==> src/rtl/bsg_fifo_packet_gearbox_if.sv <==
// Handshake bundle between a 32-bit FIFO slot pair and a manycore packet link.
// slave is the gearbox side, master is the FIFO/link environment side.
interface bsg_fifo_packet_gearbox_if #(
    parameter int word_width_p       = 32,
    parameter int words_per_packet_p = 4
);
    localparam int packet_width_lp = word_width_p * words_per_packet_p;
    localparam int cnt_width_lp    = $clog2(words_per_packet_p);

    // tx: words in, packets out
    logic                       tx_v_i;
    logic [word_width_p-1:0]    tx_data_i;
    logic                       tx_ready_o;
    logic                       packet_v_o;
    logic [packet_width_lp-1:0] packet_o;
    logic                       packet_ready_i;

    // rx: packets in, words out
    logic                       packet_v_i;
    logic [packet_width_lp-1:0] packet_i;
    logic                       packet_ready_o;
    logic                       rx_v_o;
    logic [word_width_p-1:0]    rx_data_o;
    logic                       rx_ready_i;

    // status
    logic [cnt_width_lp-1:0]    tx_word_cnt_o;
    logic                       rx_busy_o;

    modport slave (
        input  tx_v_i, tx_data_i, packet_ready_i, packet_v_i, packet_i, rx_ready_i,
        output tx_ready_o, packet_v_o, packet_o, packet_ready_o, rx_v_o, rx_data_o,
               tx_word_cnt_o, rx_busy_o
    );

    modport master (
        output tx_v_i, tx_data_i, packet_ready_i, packet_v_i, packet_i, rx_ready_i,
        input  tx_ready_o, packet_v_o, packet_o, packet_ready_o, rx_v_o, rx_data_o,
               tx_word_cnt_o, rx_busy_o
    );
endinterface

==> src/rtl/bsg_fifo_packet_gearbox.sv <==
// Word <-> packet gearbox: tx packs words_per_packet_p words into a packet
// (word 0 least significant), rx serializes a packet back into words.
module bsg_fifo_packet_gearbox #(
    parameter int word_width_p       = 32,
    parameter int words_per_packet_p = 4
) (
    input logic                        clk_i,
    input logic                        reset_i,
    bsg_fifo_packet_gearbox_if.slave   io
);
    localparam int packet_width_lp = word_width_p * words_per_packet_p;
    localparam int cnt_width_lp    = $clog2(words_per_packet_p);
    localparam logic [cnt_width_lp-1:0] last_idx_lp = cnt_width_lp'(words_per_packet_p - 1);

    // ---------------- tx path ----------------
    typedef enum logic {TX_COLLECT, TX_FULL} tx_state_e;

    tx_state_e                  tx_state_r, tx_state_n;
    logic [cnt_width_lp-1:0]    tx_cnt_r;
    logic [packet_width_lp-1:0] tx_packet_r;
    logic                       tx_ready, tx_packet_v, tx_accept;

    assign tx_accept = io.tx_v_i & tx_ready;

    // tx state register
    always_ff @(posedge clk_i) begin
        if (reset_i) tx_state_r <= TX_COLLECT;
        else         tx_state_r <= tx_state_n;
    end

    // tx next state: full after the last word, back to collecting once the packet leaves
    always_comb begin
        tx_state_n = tx_state_r;
        case (tx_state_r)
            TX_COLLECT: if (tx_accept && (tx_cnt_r == last_idx_lp)) tx_state_n = TX_FULL;
            TX_FULL:    if (io.packet_ready_i)                       tx_state_n = TX_COLLECT;
            default:    tx_state_n = TX_COLLECT;
        endcase
    end

    // tx outputs: while full, a word may only enter in the cycle the packet drains
    always_comb begin
        tx_ready    = 1'b1;
        tx_packet_v = 1'b0;
        if (tx_state_r == TX_FULL) begin
            tx_ready    = io.packet_ready_i;
            tx_packet_v = 1'b1;
        end
    end

    // tx word counter; it is already 0 in TX_FULL so a word taken there lands in slot 0
    always_ff @(posedge clk_i) begin
        if (reset_i)        tx_cnt_r <= '0;
        else if (tx_accept) tx_cnt_r <= (tx_cnt_r == last_idx_lp) ? '0 : tx_cnt_r + 1'b1;
    end

    // tx packet assembly register
    always_ff @(posedge clk_i) begin
        if (tx_accept) tx_packet_r[tx_cnt_r*word_width_p +: word_width_p] <= io.tx_data_i;
    end

    assign io.tx_ready_o    = tx_ready;
    assign io.packet_v_o    = tx_packet_v;
    assign io.packet_o      = tx_packet_r;
    assign io.tx_word_cnt_o = tx_cnt_r;

    // ---------------- rx path ----------------
    typedef enum logic {RX_IDLE, RX_DRAIN} rx_state_e;

    rx_state_e                  rx_state_r, rx_state_n;
    logic [cnt_width_lp-1:0]    rx_idx_r;
    logic [packet_width_lp-1:0] rx_packet_r;
    logic                       rx_v, rx_packet_ready, rx_load, rx_word_hs;

    assign rx_load    = io.packet_v_i & rx_packet_ready;
    assign rx_word_hs = rx_v & io.rx_ready_i;

    // rx state register
    always_ff @(posedge clk_i) begin
        if (reset_i) rx_state_r <= RX_IDLE;
        else         rx_state_r <= rx_state_n;
    end

    // rx next state: stay draining when a new packet arrives on the last word
    always_comb begin
        rx_state_n = rx_state_r;
        case (rx_state_r)
            RX_IDLE:  if (rx_load) rx_state_n = RX_DRAIN;
            RX_DRAIN: if (rx_word_hs && (rx_idx_r == last_idx_lp) && !rx_load) rx_state_n = RX_IDLE;
            default:  rx_state_n = RX_IDLE;
        endcase
    end

    // rx outputs: next packet accepted only together with the last-word handshake
    always_comb begin
        rx_v            = 1'b0;
        rx_packet_ready = 1'b1;
        if (rx_state_r == RX_DRAIN) begin
            rx_v            = 1'b1;
            rx_packet_ready = (rx_idx_r == last_idx_lp) & io.rx_ready_i;
        end
    end

    // rx word index; a load restarts the sequence
    always_ff @(posedge clk_i) begin
        if (reset_i)         rx_idx_r <= '0;
        else if (rx_load)    rx_idx_r <= '0;
        else if (rx_word_hs) rx_idx_r <= (rx_idx_r == last_idx_lp) ? '0 : rx_idx_r + 1'b1;
    end

    // rx packet holding register
    always_ff @(posedge clk_i) begin
        if (rx_load) rx_packet_r <= io.packet_i;
    end

    assign io.rx_v_o         = rx_v;
    assign io.rx_data_o      = rx_packet_r[rx_idx_r*word_width_p +: word_width_p];
    assign io.packet_ready_o = rx_packet_ready;
    assign io.rx_busy_o      = rx_v;

    // parameter sanity check
    always_ff @(posedge clk_i) begin
        assert (words_per_packet_p >= 2)
            else $fatal(1, "bsg_fifo_packet_gearbox: words_per_packet_p must be >= 2");
    end
endmodule
==> src/flat_wrapper.sv <==
// flat-port wrapper written by rule: the top's interface ports become plain ports
module bsg_fifo_packet_gearbox_flat 
#(
    parameter int word_width_p       = 32,
    parameter int words_per_packet_p = 4
)
  (clk_i, reset_i, io_tx_v_i, io_tx_data_i, io_packet_ready_i, io_packet_v_i, io_packet_i, io_rx_ready_i, io_tx_ready_o, io_packet_v_o, io_packet_o, io_packet_ready_o, io_rx_v_o, io_rx_data_o, io_tx_word_cnt_o, io_rx_busy_o);
  bsg_fifo_packet_gearbox_if #(.word_width_p(word_width_p), .words_per_packet_p(words_per_packet_p)) io_i ();
  input logic clk_i;
  input logic reset_i;
  input wire logic [$bits(io_i.tx_v_i)-1:0] io_tx_v_i;
  input wire logic [$bits(io_i.tx_data_i)-1:0] io_tx_data_i;
  input wire logic [$bits(io_i.packet_ready_i)-1:0] io_packet_ready_i;
  input wire logic [$bits(io_i.packet_v_i)-1:0] io_packet_v_i;
  input wire logic [$bits(io_i.packet_i)-1:0] io_packet_i;
  input wire logic [$bits(io_i.rx_ready_i)-1:0] io_rx_ready_i;
  output wire logic [$bits(io_i.tx_ready_o)-1:0] io_tx_ready_o;
  output wire logic [$bits(io_i.packet_v_o)-1:0] io_packet_v_o;
  output wire logic [$bits(io_i.packet_o)-1:0] io_packet_o;
  output wire logic [$bits(io_i.packet_ready_o)-1:0] io_packet_ready_o;
  output wire logic [$bits(io_i.rx_v_o)-1:0] io_rx_v_o;
  output wire logic [$bits(io_i.rx_data_o)-1:0] io_rx_data_o;
  output wire logic [$bits(io_i.tx_word_cnt_o)-1:0] io_tx_word_cnt_o;
  output wire logic [$bits(io_i.rx_busy_o)-1:0] io_rx_busy_o;
  assign io_i.tx_v_i = io_tx_v_i;
  assign io_i.tx_data_i = io_tx_data_i;
  assign io_i.packet_ready_i = io_packet_ready_i;
  assign io_i.packet_v_i = io_packet_v_i;
  assign io_i.packet_i = io_packet_i;
  assign io_i.rx_ready_i = io_rx_ready_i;
  assign io_tx_ready_o = io_i.tx_ready_o;
  assign io_packet_v_o = io_i.packet_v_o;
  assign io_packet_o = io_i.packet_o;
  assign io_packet_ready_o = io_i.packet_ready_o;
  assign io_rx_v_o = io_i.rx_v_o;
  assign io_rx_data_o = io_i.rx_data_o;
  assign io_tx_word_cnt_o = io_i.tx_word_cnt_o;
  assign io_rx_busy_o = io_i.rx_busy_o;
  bsg_fifo_packet_gearbox #(.word_width_p(word_width_p), .words_per_packet_p(words_per_packet_p)) u_core (.clk_i(clk_i), .reset_i(reset_i), .io(io_i));
endmodule
==> config.mk <==
export PLATFORM = sky130hd
export DESIGN_NAME = bsg_fifo_packet_gearbox_flat
export DESIGN_NICKNAME = d
export VERILOG_FILES = /design/src/rtl/bsg_fifo_packet_gearbox_if.sv /design/src/rtl/bsg_fifo_packet_gearbox.sv /design/src/flat_wrapper.sv
export SDC_FILE = /design/constraint.sdc
export NUM_CORES = 1
export LEC_CHECK = 0
export CAP_MARGIN = 25
export CORE_UTILIZATION = 40
export DETAILED_ROUTE_END_ITERATION = 8
export GPL_TIMING_DRIVEN = 0
export PLACE_DENSITY = 0.78
export SLEW_MARGIN = 25
export SYNTH_ARGS = -nofsm -noshare
export SYNTH_HDL_FRONTEND = slang
export SYNTH_SLANG_ARGS = --single-unit
==> constraint.sdc <==
create_clock -name clk_i -period 22.8 [get_ports clk_i]
set_input_delay 2.28 -clock clk_i [delete_from_list [all_inputs] [get_ports clk_i]]
set_output_delay 2.28 -clock clk_i [all_outputs]
set_load 0.02 [all_outputs]
Word level (Yosys, flattened, before mapping)
Index checks and enable logic that the tools add are counted.
{ "word_totals": {"inputBits": 166, "register_bits": 262, "output_inout_bits": 167, "wordCells": 38} }
{ "op_classes": {"bitwise_logic": 6, "mux": 13, "eq_ne": 2, "n_reduce_logical": 5, "n_addsub": 3, "n_shift": 3} }
{ "ops": {"columns": ["cell", "n"], "rows": [
  ["$bwmux 128", 1],
  ["$shift 32x34->128 const A", 1],
  ["$shiftx 128x8->32", 1],
  ["$shiftx 32x34->128", 1],
  ["$neg 7->34", 1],
  ["$mux 1", 8],
  ["$add 2x1->2 const B", 2],
  ["$and 1x1->1", 4],
  ["$eq 2x2->1 const B", 2],
  ["$mux 2", 2],
  ["$pmux 1 s2", 2],
  ["$logic_and 1x1->1", 3],
  ["$not 1->1", 2],
  ["$reduce_or 2->1", 1],
  ["$logic_not 1->1", 1]
]} }

Longest topological paths before layout
{ "depth": {"ltp_word": 8, "mapped_depth": 6, "mapped_depth_nobuf": 5} }

Worst setup path before layout
OpenSTA, ideal clock, no wires.
{ "synth_timing": {"kind": "input to register", "from": "input io_rx_ready_i", "to": "register u_core.rx_packet_r[0], enable pin", "t_required_ps": 22168, "cell_stages": 2, "setup_slack_ps": 14098, "setup_ps": 632, "arrival_time_ps": 8070, "cell_sequence": "a21boi_0 > nor2b_1"} }
{ "synth_between": {"elab_chain_cells": 3} }
{ "synth_lines": {"columns": ["element", "line_no", "text"], "rows": [
  ["start, declared", "flat_wrapper.sv:16", "input wire logic [$bits(io_i.rx_ready_i)-1:0] io_rx_ready_i;"],
  ["$and 1x1->1", "bsg_fifo_packet_gearbox.sv:100", "rx_packet_ready = (rx_idx_r == last_idx_lp) & io.rx_ready_i;"],
  ["$mux 1", "bsg_fifo_packet_gearbox.sv:98", "if (rx_state_r == RX_DRAIN) begin"],
  ["$and 1x1->1", "bsg_fifo_packet_gearbox.sv:75", "assign rx_load = io.packet_v_i & rx_packet_ready;"],
  ["via u_core.rx_load", "bsg_fifo_packet_gearbox.sv:73", "logic rx_v, rx_packet_ready, rx_load, rx_word_hs;"],
  ["end signal, assigned", "bsg_fifo_packet_gearbox.sv:113", "if (rx_load) rx_packet_r <= io.packet_i;"],
  ["end, declared", "bsg_fifo_packet_gearbox.sv:72", "logic [packet_width_lp-1:0] rx_packet_r;"]
]} }
The timed path passes the listed nets, and every way through them passes these cells.
A chain may end at the register's enable or synchronous reset.

Worst setup path after layout
{ "layout_timing": {"from": "input io_packet_ready_i", "to": "output io_tx_ready_o"} }
{ "layout_between": {"elab_chain_cells": 1} }
{ "layout_lines": {"columns": ["element", "line_no", "text"], "rows": [
  ["start, declared", "flat_wrapper.sv:13", "input wire logic [$bits(io_i.packet_ready_i)-1:0] io_packet_ready_i;"],
  ["$mux 1", "bsg_fifo_packet_gearbox.sv:45", "if (tx_state_r == TX_FULL) begin"],
  ["end, declared", "flat_wrapper.sv:17", "output wire logic [$bits(io_i.tx_ready_o)-1:0] io_tx_ready_o;"]
]} }
Every way passes these cells.

==> impl_metrics.toml <==
[cells_and_area]
multiInputGateArea_sq_mm = 0.00185
area_delta_synth_final_pct = 49.3
fill_cells = 1695
seq_area_sq_mm = 0.00781
drive_gt1_share_pct = 14.8
nets = 1025
antenna-diode-count = 0

[timing]
layout_min_cycle_time_ns = 6.16
rsz0062_at_grt = "no"
fmax_mhz = 162
setup_viol = 0
hold_viol_final = 0
finalCritPeriodShare_pct = 27.0
relSlewSlack_pct = 55.1
maxSlewViolCount = 0
final.setup.tns_ns = 0
worst_slew_pin_slew_ns = 0.671
skew_ns = 0.00795

[synth]
ys_seq_area_share_pct = 79.8
synth.distinct_cells = 31
synth_top_area_cell = "edfxtp_1"
ys_async_sr_fraction_pct = 0
synth_most_common_cell = "edfxtp_1"
synth_top_area_share_pct = 78.6
synth_seq_cells = 262
ys.flop_type = "edfxtp_1"
netlist_top_cells_count = "edfxtp_1 (256), and2_1 (107), mux4_2 (32), and2_2 (22), clkbuf_2 (9)"
synth.area.top_cells = "edfxtp_1 (79%), mux4_2 (7.4%), and2_1 (6.8%), and2_2 (1.7%), dfxtp_1 (1.2%)"
syn_nets = 655
syn_area_per_cell_sq_um = 20.2
synth_edf_count = 256
syn_inst = 483
yosysWarningCount = 0
synth_area_sq_mm = 0.00978

[die]
core_area_sq_mm = 0.0238
start_util_pct = 41.2
die_w_microns = 158
die_area_sq_mm = 0.0251
rows = 56
io_pins = 333
fp.dieH_microns = 158

[worst_setup_path]
worst-path-buf-inv = 3
critPathTopFamily = "buffers and inverters"
cp.depth = 4
critPathMaxStageDelay_ns = 0.72
worstSetupEndpoint = "io_tx_ready_o"
worst-r2r-setup-slack_ns = 20.46
crit_top_cell = "clkdlybuf4s50_1"
crit_path_start = "io_packet_ready_i"
rr_startpoint = "u_core.io.tx_word_cnt_o[0]"
critPathArrivalTime_ns = 3.88
required_ns = 20.52
worst_setup_path_end_kind = "primary output"
rr_endpoint = "u_core.io.packet_o[64]"
crit_path_cell_trace = "clkdlybuf4s50_1, nand2b_1, clkbuf_1, clkdlybuf4s50_1"
cp_max_fo = 9
worst_setup_path_start_kind = "primary input"
ff2ff_path_depth = 5
worstSetupPathType = "primary input to primary output"
slowest_stage = "clkdlybuf4s50_1"

[global_routing]
grt_first_pass_wirelength_mm = 35.9
antenna_found_initial = 0
grt_max_degree = 27
grt_remaining_overflow = 0
first_global_vias = 6063
grt.total_usage_pct = 19.5

[drt]
wl_met1_mm = 8.97
top_layer = "met4"
vias = 5742
routed_wl_mm = 25.0
wire_per_inst_microns = 21.0
drt_iter0_markers = 346
ant_nets = 0
wl_met3_mm = 3.76
met2_length_mm = 11.9
vias_per_cell = 4.82
drcViolationCount = 0
drtPass1Iterations = 6

[min_path]
min_path_type = "flip-flop to flip-flop"

[cts]
clock_sinks = 262
clock_latency_ns = 0.52
path_clk_slew_ns = 0.06
cts_max_level = 1
clk_path_buf_depth = 3
cts_setup_buffers = 0
cts-buffers-inserted = 27
cts_tree = "yes"
postCtsHoldBufs = 0
cts.repair.resized = 0
cts_root_buffer = "clkbuf_16"

[power]
internal-power_mw = 0.880
combinationalPowerShare_pct = 12.0
leakage_nw = 5.12
power_mw = 1.13
power.switching_mw = 0.247
powerDensity_mw_per_mm2 = 77.2
p_sw_share_pct = 21.9
power_frac_clock_pct = 37.9
seq_power_share_pct = 50.1
peakVddDrop_mv = 0.0684

[flow_run]
cap_violations = 0

[placed_design]
port_buffers = 331
place.detailed.hpwl_mm = 18.0
gp_congestion = 0.766

[outcome]
status = "complete, no violations"
==> layout make-up <==
class | count | area share, %
Buffer | 23 | 0.848
Timing Repair Buffer | 341 | 24.3
Clock buffer | 32 | 4.76
Inverter | 3 | 0.0771
Multi-Input combinational cell | 195 | 12.7
Sequential cell | 262 | 53.5
Clock inverter | 17 | 1.11
Tap cell | 319 | 2.73
==> worst reg2reg max path, delay by kind of cell (launching register included) <==
| family | cells | cell delay, ns |
|---|---|---|
| buffers and inverters | 2 | 0.59 |
| DFF | 1 | 0.56 |
| adders and majority gates | 1 | 0.45 |
| and+or+nand+nor | 2 | 0.61 |
==> metal layers <==
metal | GRT usage (%) | vias up
li1 | - | 2577
met4 | 4.81 | 0
met5 | 0 | -
met2 | 32.8 | 310
met1 | 21.8 | 2825
met3 | 10.2 | 30
==> logic make-up (layout without fill, tap and decap cells) <==
group	after synthesis	in the layout	share of synthesized area [%]
muxes	33	33	7.47
AOI/OAI and AO/OA	5	5	0.333
buffers and inverters	26	416	1.38
DFF	262	262	79.8
adders and majority gates	6	6	0.768
and+or+nand+nor	151	151	10.2
==> registers in the layout (all words and copies together) (netlist names) <==
signal                   flops
u_core.rx_packet_r         128
u_core.io.tx_word_cnt_o      2
u_core.rx_idx_r              2
u_core.tx_state_r            1
u_core.rx_state_r            1
u_core.io.packet_o         128
==> stage by stage <==
stage                     std cells  util, %  worst slack (ns)  hold slack (ns)  cell area, sq um
after floorplan                 483        -             14.10            0.616              9780
after global placement         1133     56.8             11.53            0.571             13500
after detailed placement       1143     57.9             16.65            0.579             13700
after CTS                      1192     61.5             16.65            0.616             14600
after global routing           1192     61.5             16.57            0.670             14600
final                          1192     61.5             16.64            0.618             14600
==> how the worst min path moves through the flow <==
stage,start,to,depth (start not counted)
after global placement,u_core.tx_state_r,u_core.tx_state_r,2
final,u_core.io.tx_word_cnt_o[1],u_core.io.tx_word_cnt_o[1],2
after detailed placement,u_core.tx_state_r,u_core.tx_state_r,2
after floorplan,u_core.rx_idx_r[1],u_core.rx_idx_r[1],3
after CTS,u_core.tx_state_r,u_core.tx_state_r,2
after global routing,u_core.tx_state_r,u_core.tx_state_r,2
==> power groups by stage <==
| stage | Combinational (mW) | Clock, mW | Sequential, mW |
|---|---|---|---|
| after floorplan | 0.0399 | 0 | 0.590 |
| after global placement | 0.127 | 0 | 0.578 |
| after detailed placement | 0.135 | 0 | 0.575 |
| after CTS | 0.136 | 0.437 | 0.565 |
| after global routing | 0.143 | 0.452 | 0.567 |
| final | 0.135 | 0.428 | 0.565 |
==> cells in the final DEF, fill, tap and decap left out, drive strengths merged, types with 6 or more instances in the layout <==
cell,n
clkdlybuf4s50,331
edfxtp,256
and2,129
clkbuf,47
mux4,32
buf,18
clkinv,12
ha,6
dfxtp,6
No activity file was read; power rests on OpenSTA's default activity.
